## src/rtl/mul_repeated_add.sv

```systemverilog
// Unsigned WIDTH-bit multiplier by repeated addition: P = A added B times.
// Optional sticky overflow flag enabled by defining MUL_OVF_FLAG_EN.
module mul_repeated_add #(
    parameter int unsigned WIDTH = 16
) (
    input  logic             clk,
    input  logic             rst_n,
    input  logic             start,
    input  logic [WIDTH-1:0] data_in,
    output logic [WIDTH-1:0] product,
    output logic             done,
    output logic             busy
`ifdef MUL_OVF_FLAG_EN
    ,
    output logic             ovf
`endif
);

    typedef enum logic [2:0] {
        StIdle,
        StLoadA,
        StLoadB,
        StAdd,
        StDone
    } state_e;

    state_e           state_q, state_d;
    logic [WIDTH-1:0] a_q, a_d;
    logic [WIDTH-1:0] b_q, b_d;
    logic [WIDTH-1:0] p_q, p_d;
    logic [WIDTH-1:0] sum;
    logic [WIDTH-1:0] carry;
    logic             b_zero;

    // Ripple chain of full-adder cells computing P + A with cin = 0.
    assign carry[0] = 1'b0;
    for (genvar i = 0; i < WIDTH; i++) begin : g_fa
        assign sum[i] = p_q[i] ^ a_q[i] ^ carry[i];
        if (i < WIDTH - 1) begin : g_carry
            assign carry[i+1] = (p_q[i] & a_q[i]) | (p_q[i] & carry[i]) | (a_q[i] & carry[i]);
        end
    end

    assign b_zero = (b_q == '0);

`ifdef MUL_OVF_FLAG_EN
    logic ovf_q, ovf_d;
    logic cout;

    assign cout = (p_q[WIDTH-1] & a_q[WIDTH-1]) | (p_q[WIDTH-1] & carry[WIDTH-1]) |
                  (a_q[WIDTH-1] & carry[WIDTH-1]);
    assign ovf  = ovf_q;

    always_ff @(posedge clk or negedge rst_n) begin
        if (!rst_n) begin
            ovf_q <= 1'b0;
        end else begin
            ovf_q <= ovf_d;
        end
    end

    always_comb begin
        ovf_d = ovf_q;
        if (state_q == StLoadB) begin
            ovf_d = 1'b0;
        end else if (state_q == StAdd && !b_zero) begin
            ovf_d = ovf_q | cout;
        end
    end
`endif

    always_ff @(posedge clk or negedge rst_n) begin
        if (!rst_n) begin
            state_q <= StIdle;
            a_q     <= '0;
            b_q     <= '0;
            p_q     <= '0;
        end else begin
            state_q <= state_d;
            a_q     <= a_d;
            b_q     <= b_d;
            p_q     <= p_d;
        end
    end

    always_comb begin
        state_d = state_q;
        a_d     = a_q;
        b_d     = b_q;
        p_d     = p_q;
        unique case (state_q)
            StIdle: begin
                if (start) begin
                    state_d = StLoadA;
                end
            end
            StLoadA: begin
                a_d     = data_in;
                state_d = StLoadB;
            end
            StLoadB: begin
                b_d     = data_in;
                p_d     = '0;
                state_d = StAdd;
            end
            StAdd: begin
                if (b_zero) begin
                    state_d = StDone;
                end else begin
                    p_d = sum;
                    // Decrement kept off the shared adder.
                    b_d = b_q - {{(WIDTH-1){1'b0}}, 1'b1};
                end
            end
            StDone: begin
                state_d = StIdle;
            end
            default: begin
                state_d = StIdle;
            end
        endcase
    end

    assign product = p_q;
    assign done    = (state_q == StDone);
    assign busy    = (state_q != StIdle);

endmodule

```

## config.mk

```make
export PLATFORM = sky130hd
export DESIGN_NAME = mul_repeated_add
export DESIGN_NICKNAME = d
export VERILOG_FILES = /design/src/rtl/mul_repeated_add.sv
export SDC_FILE = /design/constraint.sdc
export NUM_CORES = 1
export LEC_CHECK = 0
export BUFFER_PORTS_ARGS = -buffer_cell sky130_fd_sc_hd__buf_2
export CAP_MARGIN = 40
export CORE_AREA = 2 2 76 78
export DETAILED_ROUTE_END_ITERATION = 7
export DIE_AREA = 0 0 78 80
export HOLD_SLACK_MARGIN = 0.02
export MAX_ROUTING_LAYER = met4
export PLACE_DENSITY = 0.74
export SLEW_MARGIN = 20
export SYNTH_ARGS = -nofsm -noshare
export SYNTH_HDL_FRONTEND = slang
export SYNTH_SLANG_ARGS = --single-unit
```

## constraint.sdc

```tcl
create_clock -name clk -period 20.6 [get_ports clk]
set_input_delay 3.09 -clock clk [delete_from_list [all_inputs] [get_ports clk]]
set_output_delay 3.09 -clock clk [all_outputs]
set_load 0.01 [all_outputs]
```

==> impl_metrics.py <==
metrics = {
    "worst_hold_path": {
        "whs_path_depth": 2,
        "hold_class": "flop to flop",
        "hp-start": "product[12]",
        "min_to": "product[12]",
    },
    "timing": {
        "final-hold-violation-count": 0,
        "whs_ns": 0.508,
        "drv_slew": 0,
        "fmax_mhz": 146,
        "rsz0062_at_grt": "false",
        "final.setup.tns_ns": 0,
        "fin_worst_skew_ns": 0.0119,
        "worst_slew_pin_slew_ns": 0.777,
        "relSlewSlack": 0.478,
        "setup_viol": 0,
        "fin_crit_ns": 6.85,
        "layout_setup_ws_ns": 13.75,
        "fin_crit_sh": 0.332,
    },
    "placement": {
        "portBuffers": 36,
        "gp_congestion": 0.816,
        "dp_slack_ns": 13.71,
        "place_hpwl_um": 4500,
    },
    "synth": {
        "synth_fp_nets": 339,
        "synth_ff_type": "dfrtp_1",
        "synth.top_cells.by_count": "dfrtp_1, nand2_1, inv_1, o21ai_0, nor2_1",
        "yosysTopAreaCellShare": 0.447,
        "yosysWarnings": 0,
        "synth_top_cell_by_area": "dfrtp_1",
        "ys_seq_area_frac": 0.447,
        "synth_cells": 304,
        "ys_ff_latch": 51,
        "ys_types": 50,
        "synth_edf_count": 0,
        "avgSynthCellArea_sq_um": 9.38,
        "async_flop_share": 1.00,
        "synth.most_common_cell": "dfrtp_1",
        "synthesis.area_sq_um": 2850,
        "synthTopCellsByArea": "dfrtp_1, fa_1, nand2_1",
    },
    "setup_path": {
        "start_kind": "flop",
        "crit_arrival_ns": 7.02,
        "rr_startpoint": "product[0]",
        "critPathMaxStageDelay_ns": 0.41,
        "cp_common_cell": "fa_1",
        "cp-end-kind": "flop",
        "cp_slowest_cell": "fa_1",
        "crit_family": "adder cells",
        "critical_path.max_fanout": 3,
        "regToRegSetupSlack_ns": 13.75,
        "path_buf_inv": 1,
        "crit_chain": "ha_1 > inv_1 > fa_1 > fa_1 > fa_1 > fa_1 > fa_1 > fa_1 > fa_1 > fa_1 > fa_1 > fa_1 > fa_1 > fa_1 > fa_1 > fa_1 > xor2_1 > a21oi_1 > mux2i_1 > o21ai_0",
        "worstSetupPathType": "flop to flop",
        "rr_endpoint": "product[15]",
        "cp.required_ns": 20.78,
        "reg2regPathDepth": 20,
    },
    "finish": {
        "multiInputGateArea_sq_um": 1390,
        "layout-drive-gt1-share": 0.181,
        "syn_to_final_growth_pct": 12.4,
        "final_util": 0.593,
        "diodes": 0,
        "nFillCells": 483,
        "seqCellArea_sq_um": 1280,
        "final_nets": 371,
    },
    "grt": {
        "grt_pass1_vias": 2265,
        "overflow": 0,
        "grt_pass1_wl_um": 10900,
        "antenna_found_initial": 0,
        "grt_max_degree": 52,
        "track_usage": 0.232,
    },
    "clocking": {
        "path_clk_slew_ns": 0.10,
        "ctsHtreeMaxLevel": 2,
        "ctsHoldBuffers": 0,
        "clkLatencyLatePin_ns": 0.31,
        "post-cts-setup-buffers": 0,
        "cts-buffers-inserted": 5,
        "cts_root_buf": "clkbuf_8",
        "cts_tree": "yes",
        "clkSinkCount": 51,
        "cts-resized-gates": 0,
        "clockBufferDepth": 2,
    },
    "floorplan": {
        "core_area_sq_um": 5410,
        "die_y_um": 80,
        "core.rowCount": 27,
        "initial_utilization": 0.528,
        "die_w_um": 78,
        "die_area_sq_um": 6240,
        "pin_count": 37,
    },
    "route": {
        "wirelength_um": 6420,
        "drt_iter0_drc": 212,
        "drc_errors": 0,
        "viasPerCell": 5.54,
        "firstDrtPassIters": 4,
        "drtAntennaViolNets": 0,
        "wl_per_cell_um": 15.7,
        "dr_total_vias": 2265,
    },
    "power": {
        "power_density_nw_per_um2": 120,
        "finalPower_uw": 386,
        "p_leak_uw": 0.00138,
        "irDropWorstVdd_mv": 0.0688,
    },
    "flow_run": {
        "drv_cap": 0,
    },
    "status": {
        "status": "finished clean",
    },
}
-- layout by cell type (no fill, tap or decap), types with 2 or more instances in the layout --
cell,netlist,layout
buf_4,0,3
nor3_2,2,3
a31oi_1,2,2
o31ai_1,15,15
nor2_1,21,21
clkbuf_8,0,5
mux2_2,2,2
mux2i_1,2,2
nand3_1,3,3
clkinvlp_4,0,2
ha_1,2,2
inv_1,32,32
nand2b_1,2,2
fa_1,14,14
nor4_1,2,2
dfrtp_1,51,51
a21oi_1,18,18
nand4_1,2,2
nand2_1,42,42
or3_1,4,4
o21ai_0,29,29
o21ai_1,6,6
nor3_1,9,8
buf_2,6,36
nor2b_1,2,2
-- metrics by stage --
stage,instances,cell area (sq um)
floorplan,304,2850
global placement,400,3090
detailed placement,401,3110
CTS,409,3210
global route,409,3210
finish,409,3210
-- worst reg2reg max path: cells and delay by family (launching register included) --
| family | cells | cell delay (ns) |
|---|---|---|
| fa+ha+maj | 15 | 5.69 |
| flops | 1 | 0.38 |
| compound gates | 2 | 0.24 |
| mux | 1 | 0.20 |
| xor+xnor | 1 | 0.15 |
| buf+inv | 1 | 0.05 |
-- how the worst max path moves through the flow --
stage               cells after the start  slack, ns       start           to
floorplan                              20      14.05  product[0]  product[15]
global placement                       20      13.98  product[0]  product[15]
detailed placement                     20      13.71  product[0]  product[15]
CTS                                    20      13.69  product[0]  product[15]
global route                           20      13.55  product[0]  product[15]
finish                                 20      13.75  product[0]  product[15]
-- cell type report --
type                    instances  area share
multi-input cells             205       0.435
inverters                      33      0.0386
flip-flops and latches         51       0.398
repair buffers                 40      0.0718
well taps                      72      0.0281
clock buffers                   5      0.0215
clock inverters                 3     0.00741
-- flip-flops by register name (all words and copies together), names as in the netlist --
register  count
b_q          16
product      16
state_q       3
a_q          16
-- power breakdown --
part           total (uW)  switching [uW]  internal, uW
logic                 158            82.4          75.2
registers             168            34.9           133
clock network        60.2            35.9          24.4
-- cells by family (layout without fill, tap and decap cells) --
kind of cell / count (synthesis) / count (layout) / share of synthesized area
flops: 51 / 51 / 0.447
mux: 4 / 4 / 0.0149
buf+inv: 48 / 81 / 0.0658
xor+xnor: 1 / 1 / 0.00307
compound gates: 84 / 84 / 0.186
simple gates: 100 / 100 / 0.176
fa+ha+maj: 16 / 16 / 0.107
-- metal layers --
metal | share of wire | vias up | track usage | wire length [um]
met3 | 0.038 | 11 | 0.0351 | 245
met4 | 0.018 | 0 | 0.0930 | 117
met5 | 0 | - | - | 0
met2 | 0.48 | 56 | 0.360 | 3080
li1 | - | 1104 | - | -
met1 | 0.46 | 1094 | 0.311 | 2980
Note: power is estimated with default switching activity, not from simulation.
